--- src/rtl/vscale_md_requester_if.sv ---
// Handshake bundle between the issue stage, the md requester and the
// iterative multiply/divide unit. "master" is the requester's view;
// "slave" is the view of everything around it (issue stage, md unit, writeback).
interface vscale_md_requester_if #(
    parameter int XPR_LEN        = 32,
    parameter int REG_ADDR_WIDTH = 5
);
    // issue-stage command
    logic                      cmd_valid;
    logic                      cmd_ready;
    logic [2:0]                cmd_funct3;
    logic [XPR_LEN-1:0]        cmd_rs1;
    logic [XPR_LEN-1:0]        cmd_rs2;
    logic [REG_ADDR_WIDTH-1:0] cmd_rd;
    logic                      kill;

    // md unit request / response
    logic                      md_req_valid;
    logic                      md_req_ready;
    logic [1:0]                md_req_op;
    logic [1:0]                md_req_out_sel;
    logic                      md_req_in_1_signed;
    logic                      md_req_in_2_signed;
    logic [XPR_LEN-1:0]        md_req_in_1;
    logic [XPR_LEN-1:0]        md_req_in_2;
    logic                      md_resp_valid;
    logic [XPR_LEN-1:0]        md_resp_result;

    // writeback and status
    logic                      wb_valid;
    logic [REG_ADDR_WIDTH-1:0] wb_rd;
    logic [XPR_LEN-1:0]        wb_data;
    logic                      busy;

    modport master (
        input  cmd_valid, cmd_funct3, cmd_rs1, cmd_rs2, cmd_rd, kill,
        output cmd_ready,
        output md_req_valid, md_req_op, md_req_out_sel,
        output md_req_in_1_signed, md_req_in_2_signed, md_req_in_1, md_req_in_2,
        input  md_req_ready, md_resp_valid, md_resp_result,
        output wb_valid, wb_rd, wb_data, busy
    );

    modport slave (
        output cmd_valid, cmd_funct3, cmd_rs1, cmd_rs2, cmd_rd, kill,
        input  cmd_ready,
        input  md_req_valid, md_req_op, md_req_out_sel,
        input  md_req_in_1_signed, md_req_in_2_signed, md_req_in_1, md_req_in_2,
        output md_req_ready, md_resp_valid, md_resp_result,
        input  wb_valid, wb_rd, wb_data, busy
    );
endinterface

--- src/rtl/vscale_md_requester.sv ---
// Pipeline-side initiator for the iterative multiply/divide unit.
// Accepts one RV32M command at a time, translates funct3 into an md request,
// runs the req/resp handshake and presents a one-cycle writeback. Divide and
// remainder by zero are answered locally without touching the md unit.
module vscale_md_requester #(
    parameter int XPR_LEN        = 32,
    parameter int REG_ADDR_WIDTH = 5
) (
    input  logic                  clk,
    input  logic                  reset_n,
    vscale_md_requester_if.master bus
);

    localparam logic [2:0] S_IDLE  = 3'd0;
    localparam logic [2:0] S_REQ   = 3'd1;
    localparam logic [2:0] S_WAIT  = 3'd2;
    localparam logic [2:0] S_WB    = 3'd3;
    localparam logic [2:0] S_DRAIN = 3'd4;

    // funct3 -> {op[1:0], out_sel[1:0], in_1_signed, in_2_signed}
    function automatic logic [5:0] f_decode(input logic [2:0] funct3);
        logic [5:0] d;
        d = 6'b00_00_00;
        case (funct3)
            3'd0: d = {2'd0, 2'd0, 1'b1, 1'b1}; // MUL
            3'd1: d = {2'd0, 2'd1, 1'b1, 1'b1}; // MULH
            3'd2: d = {2'd0, 2'd1, 1'b1, 1'b0}; // MULHSU
            3'd3: d = {2'd0, 2'd1, 1'b0, 1'b0}; // MULHU
            3'd4: d = {2'd1, 2'd0, 1'b1, 1'b1}; // DIV
            3'd5: d = {2'd2, 2'd0, 1'b0, 1'b0}; // DIVU
            3'd6: d = {2'd3, 2'd2, 1'b1, 1'b1}; // REM
            3'd7: d = {2'd3, 2'd2, 1'b0, 1'b0}; // REMU
            default: d = 6'b00_00_00;
        endcase
        return d;
    endfunction

    // ISA result of a divide by zero: quotient is all ones, remainder is the dividend
    function automatic logic [XPR_LEN-1:0] f_div_zero_result(
        input logic [2:0]         funct3,
        input logic [XPR_LEN-1:0] rs1
    );
        return funct3[1] ? rs1 : {XPR_LEN{1'b1}};
    endfunction

    logic [2:0]                r_state;
    logic [2:0]                w_state_nxt;
    logic [1:0]                r_req_op;
    logic [1:0]                r_req_out_sel;
    logic                      r_req_in_1_signed;
    logic                      r_req_in_2_signed;
    logic [XPR_LEN-1:0]        r_req_in_1;
    logic [XPR_LEN-1:0]        r_req_in_2;
    logic [REG_ADDR_WIDTH-1:0] r_wb_rd;
    logic [XPR_LEN-1:0]        r_wb_data;

    logic                      w_accept;
    logic                      w_div_zero;
    logic                      w_resp_commit;
    logic [5:0]                w_dec;

    assign w_accept      = (r_state == S_IDLE) && bus.cmd_valid && !bus.kill;
    assign w_div_zero    = bus.cmd_funct3[2] && (bus.cmd_rs2 == '0);
    assign w_resp_commit = (r_state == S_WAIT) && bus.md_resp_valid && !bus.kill;
    assign w_dec         = f_decode(bus.cmd_funct3);

    // Next-state logic for the single-outstanding-command handshake
    always_comb begin
        w_state_nxt = r_state;
        case (r_state)
            S_IDLE: begin
                if (w_accept) begin
                    w_state_nxt = w_div_zero ? S_WB : S_REQ;
                end
            end
            S_REQ: begin
                if (bus.kill) begin
                    // a request that was accepted in the kill cycle still owes a response
                    w_state_nxt = bus.md_req_ready ? S_DRAIN : S_IDLE;
                end else if (bus.md_req_ready) begin
                    w_state_nxt = S_WAIT;
                end
            end
            S_WAIT: begin
                if (bus.kill) begin
                    w_state_nxt = bus.md_resp_valid ? S_IDLE : S_DRAIN;
                end else if (bus.md_resp_valid) begin
                    w_state_nxt = S_WB;
                end
            end
            S_DRAIN: begin
                if (bus.md_resp_valid) begin
                    w_state_nxt = S_IDLE;
                end
            end
            S_WB:    w_state_nxt = S_IDLE;
            default: w_state_nxt = S_IDLE;
        endcase
    end

    // State register
    always_ff @(posedge clk or negedge reset_n) begin
        if (!reset_n) begin
            r_state <= S_IDLE;
        end else begin
            r_state <= w_state_nxt;
        end
    end

    // Request fields: captured at acceptance and held until the next accepted command
    always_ff @(posedge clk or negedge reset_n) begin
        if (!reset_n) begin
            r_req_op          <= 2'd0;
            r_req_out_sel     <= 2'd0;
            r_req_in_1_signed <= 1'b0;
            r_req_in_2_signed <= 1'b0;
            r_req_in_1        <= '0;
            r_req_in_2        <= '0;
        end else if (w_accept && !w_div_zero) begin
            r_req_op          <= w_dec[5:4];
            r_req_out_sel     <= w_dec[3:2];
            r_req_in_1_signed <= w_dec[1];
            r_req_in_2_signed <= w_dec[0];
            r_req_in_1        <= bus.cmd_rs1;
            r_req_in_2        <= bus.cmd_rs2;
        end
    end

    // Writeback register and data: loaded by the bypass or by a committed response
    always_ff @(posedge clk or negedge reset_n) begin
        if (!reset_n) begin
            r_wb_rd   <= '0;
            r_wb_data <= '0;
        end else begin
            if (w_accept) begin
                r_wb_rd <= bus.cmd_rd;
            end
            if (w_accept && w_div_zero) begin
                r_wb_data <= f_div_zero_result(bus.cmd_funct3, bus.cmd_rs1);
            end else if (w_resp_commit) begin
                r_wb_data <= bus.md_resp_result;
            end
        end
    end

    assign bus.cmd_ready          = (r_state == S_IDLE);
    assign bus.busy               = (r_state != S_IDLE);
    assign bus.md_req_valid       = (r_state == S_REQ);
    assign bus.md_req_op          = r_req_op;
    assign bus.md_req_out_sel     = r_req_out_sel;
    assign bus.md_req_in_1_signed = r_req_in_1_signed;
    assign bus.md_req_in_2_signed = r_req_in_2_signed;
    assign bus.md_req_in_1        = r_req_in_1;
    assign bus.md_req_in_2        = r_req_in_2;
    assign bus.wb_valid           = (r_state == S_WB);
    assign bus.wb_rd              = r_wb_rd;
    assign bus.wb_data            = r_wb_data;

endmodule

--- src/flat_wrapper.sv ---
// flat-port wrapper written by rule: the top's interface ports become plain ports
module vscale_md_requester_flat 
#(
    parameter int XPR_LEN        = 32,
    parameter int REG_ADDR_WIDTH = 5
)
  (clk, reset_n, bus_cmd_valid, bus_cmd_funct3, bus_cmd_rs1, bus_cmd_rs2, bus_cmd_rd, bus_kill, bus_cmd_ready, bus_md_req_valid, bus_md_req_op, bus_md_req_out_sel, bus_md_req_in_1_signed, bus_md_req_in_2_signed, bus_md_req_in_1, bus_md_req_in_2, bus_md_req_ready, bus_md_resp_valid, bus_md_resp_result, bus_wb_valid, bus_wb_rd, bus_wb_data, bus_busy);
  vscale_md_requester_if #(.XPR_LEN(XPR_LEN), .REG_ADDR_WIDTH(REG_ADDR_WIDTH)) bus_i ();
  input  logic clk;
  input  logic reset_n;
  input wire logic [$bits(bus_i.cmd_valid)-1:0] bus_cmd_valid;
  input wire logic [$bits(bus_i.cmd_funct3)-1:0] bus_cmd_funct3;
  input wire logic [$bits(bus_i.cmd_rs1)-1:0] bus_cmd_rs1;
  input wire logic [$bits(bus_i.cmd_rs2)-1:0] bus_cmd_rs2;
  input wire logic [$bits(bus_i.cmd_rd)-1:0] bus_cmd_rd;
  input wire logic [$bits(bus_i.kill)-1:0] bus_kill;
  output wire logic [$bits(bus_i.cmd_ready)-1:0] bus_cmd_ready;
  output wire logic [$bits(bus_i.md_req_valid)-1:0] bus_md_req_valid;
  output wire logic [$bits(bus_i.md_req_op)-1:0] bus_md_req_op;
  output wire logic [$bits(bus_i.md_req_out_sel)-1:0] bus_md_req_out_sel;
  output wire logic [$bits(bus_i.md_req_in_1_signed)-1:0] bus_md_req_in_1_signed;
  output wire logic [$bits(bus_i.md_req_in_2_signed)-1:0] bus_md_req_in_2_signed;
  output wire logic [$bits(bus_i.md_req_in_1)-1:0] bus_md_req_in_1;
  output wire logic [$bits(bus_i.md_req_in_2)-1:0] bus_md_req_in_2;
  input wire logic [$bits(bus_i.md_req_ready)-1:0] bus_md_req_ready;
  input wire logic [$bits(bus_i.md_resp_valid)-1:0] bus_md_resp_valid;
  input wire logic [$bits(bus_i.md_resp_result)-1:0] bus_md_resp_result;
  output wire logic [$bits(bus_i.wb_valid)-1:0] bus_wb_valid;
  output wire logic [$bits(bus_i.wb_rd)-1:0] bus_wb_rd;
  output wire logic [$bits(bus_i.wb_data)-1:0] bus_wb_data;
  output wire logic [$bits(bus_i.busy)-1:0] bus_busy;
  assign bus_i.cmd_valid = bus_cmd_valid;
  assign bus_i.cmd_funct3 = bus_cmd_funct3;
  assign bus_i.cmd_rs1 = bus_cmd_rs1;
  assign bus_i.cmd_rs2 = bus_cmd_rs2;
  assign bus_i.cmd_rd = bus_cmd_rd;
  assign bus_i.kill = bus_kill;
  assign bus_cmd_ready = bus_i.cmd_ready;
  assign bus_md_req_valid = bus_i.md_req_valid;
  assign bus_md_req_op = bus_i.md_req_op;
  assign bus_md_req_out_sel = bus_i.md_req_out_sel;
  assign bus_md_req_in_1_signed = bus_i.md_req_in_1_signed;
  assign bus_md_req_in_2_signed = bus_i.md_req_in_2_signed;
  assign bus_md_req_in_1 = bus_i.md_req_in_1;
  assign bus_md_req_in_2 = bus_i.md_req_in_2;
  assign bus_i.md_req_ready = bus_md_req_ready;
  assign bus_i.md_resp_valid = bus_md_resp_valid;
  assign bus_i.md_resp_result = bus_md_resp_result;
  assign bus_wb_valid = bus_i.wb_valid;
  assign bus_wb_rd = bus_i.wb_rd;
  assign bus_wb_data = bus_i.wb_data;
  assign bus_busy = bus_i.busy;
  vscale_md_requester #(.XPR_LEN(XPR_LEN), .REG_ADDR_WIDTH(REG_ADDR_WIDTH)) u_core (.clk(clk), .reset_n(reset_n), .bus(bus_i));
endmodule
--- config.mk ---
export PLATFORM = sky130hd
export DESIGN_NAME = vscale_md_requester_flat
export DESIGN_NICKNAME = d
export VERILOG_FILES = /design/src/rtl/vscale_md_requester_if.sv /design/src/rtl/vscale_md_requester.sv /design/src/flat_wrapper.sv
export SDC_FILE = /design/constraint.sdc
export NUM_CORES = 1
export LEC_CHECK = 0
export ABC_CLOCK_PERIOD_IN_PS = 4580
export BUFFER_PORTS_ARGS = -buffer_cell sky130_fd_sc_hd__buf_2
export CAP_MARGIN = 0
export CORE_ASPECT_RATIO = 0.75
export CORE_MARGIN = 5
export CORE_UTILIZATION = 25
export DETAILED_ROUTE_END_ITERATION = 10
export PLACE_DENSITY = 0.59
export SYNTH_ARGS = -nofsm -noshare
export SYNTH_HDL_FRONTEND = slang
export SYNTH_SLANG_ARGS = --single-unit
--- constraint.sdc ---
create_clock -name clk -period 4.58 [get_ports clk]
set_clock_uncertainty 0.15 [all_clocks]
set_input_delay 0.458 -clock clk [delete_from_list [all_inputs] [get_ports clk]]
set_output_delay 0.458 -clock clk [all_outputs]
set_load 0.02 [all_outputs]
==> impl_metrics.env <==
export IMPL_die_h_um=130
export IMPL_cp_top_family="simple AND/OR/NAND/NOR gates"
export IMPL_p_sw_mw=1.47
export IMPL_switching_share_pct=37.7
export IMPL_final_nets=686
export IMPL_final_max_slew_viol_count=0
export IMPL_drt_initial_drc_count=177
export IMPL_cts_clk_slew_worst_paths_ps=70
export IMPL_place_congestion=0.807
export IMPL_overflow=0
export IMPL_cp_num_buf_inv=2
export IMPL_finalHoldViolations=0
export IMPL_hold_class="input port to asynchronous set/reset pin"
export IMPL_ys_seq_elements=110
export IMPL_clk_path_buf_depth=2
export IMPL_hold_buffers=0
export IMPL_multi_input_area_sq_mm=0.00189
export IMPL_finalNonFillerCells=828
export IMPL_slowest_stage="nor4_1"
export IMPL_drcViolationCount=0
export IMPL_path_depth=6
export IMPL_final_cell_mix="buf_2 (219), dfrtp_1 (110), mux2i_1 (67), mux2_2 (60), nor2_1 (35)"
export IMPL_start_util_pct=25.7
export IMPL_die_area_sq_mm=0.0221
export IMPL_place_inst=812
export IMPL_met3_length_um=1160
export IMPL_ant_nets=0
export IMPL_post_cts_resized=0
export IMPL_synth_distinct_cells=31
export IMPL_met2_length_um=6760
export IMPL_synth_cells=355
export IMPL_arrival_ps=2810
export IMPL_synth_area_sq_mm=0.00480
export IMPL_r2r_end="u_core.bus.md_req_in_1[4]$_DFFE_PN0P_"
export IMPL_crit_type="input port to flip-flop"
export IMPL_ys_warn_count=0
export IMPL_post_route_min_period_ps=2730
export IMPL_vias=3590
export IMPL_startpoint_type="input port"
export IMPL_rr_worst_depth=6
export IMPL_max_slew_margin_rel_pct=33.4
export IMPL_fp_dieW_um=170
export IMPL_reg2reg_slack_ps=1980
export IMPL_yosysTopAreaCell="dfrtp_1"
export IMPL_fin_crit_sh_pct=59.6
export IMPL_grt_pass1_vias=4012
export IMPL_crit_start="bus_cmd_rs2[13]"
export IMPL_power_density_mw_per_mm2=604
export IMPL_wl_per_cell_um=16.6
export IMPL_grt_pass1_wl_um=21600
export IMPL_track_usage_pct=12.6
export IMPL_rsz0062_at_grt="no"
export IMPL_synth_edf_count=0
export IMPL_cts_setup_buffers=0
export IMPL_n_antenna_cell=0
export IMPL_synth_fp_nets=465
export IMPL_core_area_sq_mm=0.0187
export IMPL_layout_area_seq_sq_mm=0.00275
export IMPL_synth_top_area_share_pct=57.4
export IMPL_yosysSeqAreaShare_pct=57.4
export IMPL_synth_area_per_cell_sq_um=13.5
export IMPL_endpoint="u_core.bus.md_req_in_2[7]$_DFFE_PN0P_"
export IMPL_synth_async_sr_flop_share_pct=100
export IMPL_cpPeakStageDelay_ps=600
export IMPL_synthFlopType="dfrtp_1"
export IMPL_vias_per_cell=4.34
export IMPL_path_max_fanout=39
export IMPL_maxUsedRoutingLayer="met4"
export IMPL_drive_gt1_share_pct=53.0
export IMPL_cts_tree="yes"
export IMPL_r2r_start="u_core.r_state[1]$_DFFE_PN0P_"
export IMPL_clkPwrFrac_pct=22.2
export IMPL_cap_viol_max_count=0
export IMPL_p_seq_share_pct=39.8
export IMPL_port_buffers=220
export IMPL_setup_viol=0
export IMPL_numCtsBuffers=9
export IMPL_fillers=1882
export IMPL_first_pass_iters=4
export IMPL_status="completed"
export IMPL_final_common_cell="buf_2"
export IMPL_antenna_found_initial=0
export IMPL_io_pins=221
export IMPL_cp_end_kind="flip-flop"
export IMPL_clock_latency_ps=350
export IMPL_cp_required_ps=4660
export IMPL_place_hpwl_um=10600
export IMPL_setup_tns_ps=0
export IMPL_power_frac_comb_pct=38.0
export IMPL_worst_ir_drop_vdd_v=0.000304
export IMPL_worstPathCellList="buf_2 -> nor4_1 -> nand4_1 -> o31ai_4 -> buf_4 -> mux2_2"
export IMPL_clock_root_buffer="clkbuf_16"
export IMPL_wirelength_um=13800
export IMPL_cts_sinks=110
export IMPL_grt_max_degree=79
export IMPL_htreeDepth=3
export IMPL_power_internal_mw=2.43
export IMPL_met1_length_um=5710
export IMPL_rows=43
export IMPL_p_leak_nw=3.35
export IMPL_synth_area_top_cells="dfrtp_1 (57%), mux2_2 (14%), mux2i_1 (14%)"
export IMPL_tightest_slew_ps=999
export IMPL_syn2layout_area_growth_pct=34.6
export IMPL_timing_fmax_mhz=366
[worst min-delay path by stage]
stage          cells past startpoint                               endpoint  slack (ps)
2_1_floorplan                      0  u_core.bus.md_req_in_1[0]$_DFFE_PN0P_          10
3_3_place_gp                       2        u_core.bus.wb_rd[2]$_DFFE_PN0N_         310
3_5_place_dp                       2        u_core.bus.wb_rd[3]$_DFFE_PN0N_         310
4_1_cts                            3        u_core.bus.wb_rd[1]$_DFFE_PN0N_         130
5_1_grt                            3        u_core.bus.wb_rd[3]$_DFFE_PN0N_         150
6_report                           1  u_core.bus.md_req_in_2[8]$_DFFE_PN0P_         130
[Yosys cell counts (2+ instances only)]
master	instances
a21o_1	2
nand3_1	2
inv_1	4
buf_2	2
clkbuf_1	3
nor2_1	35
mux2_2	60
nor3_1	3
nand2_1	21
nor4_1	6
mux2i_1	67
mux2_1	6
buf_6	10
buf_1	2
nor2b_1	2
dfrtp_1	110
o21ai_0	6
[metal layers]
| layer | vias to the layer above | GRT usage [%] |
|---|---|---|
| met5 | - | 0 |
| met1 | 1762 | 15.1 |
| met2 | 131 | 21.8 |
| met3 | 10 | 4.42 |
| li1 | 1687 | - |
| met4 | 0 | 3.10 |
[power by group through the flow]
stage / sequential [mW] / clock, mW / combinational [mW]
6_report: 1.55 / 0.868 / 1.48
5_1_grt: 1.60 / 0.939 / 1.60
4_1_cts: 1.56 / 0.901 / 1.51
3_5_place_dp: 1.57 / 0 / 1.51
3_3_place_gp: 1.55 / 0 / 1.48
2_1_floorplan: 2.02 / 0 / 0.441
[cell type report]
| class | instances | area share, % |
|---|---|---|
| Clock buffer | 10 | 3.70 |
| Clock inverter | 6 | 1.41 |
| Inverter | 4 | 0.233 |
| Multi-Input combinational cell | 224 | 29.3 |
| Sequential cell | 110 | 42.6 |
| Tap cell | 247 | 4.79 |
| Timing Repair Buffer | 227 | 17.9 |
[state kept, by name, indices dropped and copies added, names as in the netlist]
name                           flops
u_core.bus.md_req_out_sel          2
u_core.bus.md_req_op               2
u_core.bus.wb_rd                   5
u_core.bus.md_req_in_1_signed      1
u_core.bus.md_req_in_2            32
u_core.bus.md_req_in_1            32
u_core.bus.md_req_in_2_signed      1
u_core.r_state                     3
u_core.bus.wb_data                32
[stage by stage]
stage | util [%] | hold WS, ps | instance area [sq um] | worst slack [ps] | total power, mW
2_1_floorplan | - | 12.4 | 4800 | 2140 | 2.46
3_3_place_gp | 32.8 | 307 | 6130 | 1510 | 3.03
3_5_place_dp | 32.8 | 311 | 6130 | 1500 | 3.08
4_1_cts | 34.6 | 131 | 6460 | 1870 | 3.97
5_1_grt | 34.6 | 150 | 6460 | 1720 | 4.14
6_report | 34.6 | 127 | 6460 | 1850 | 3.90
[cells by family (layout without fill, tap and decap cells)]
logic type	Yosys count	after routing	share of synthesized area [%]
and+or+nand+nor	79	79	8.06
DFF	110	110	57.4
buffers and inverters	21	247	3.26
muxes	133	133	29.5
AOI/OAI and AO/OA	12	12	1.85
No activity file was read; power rests on OpenSTA's default activity.
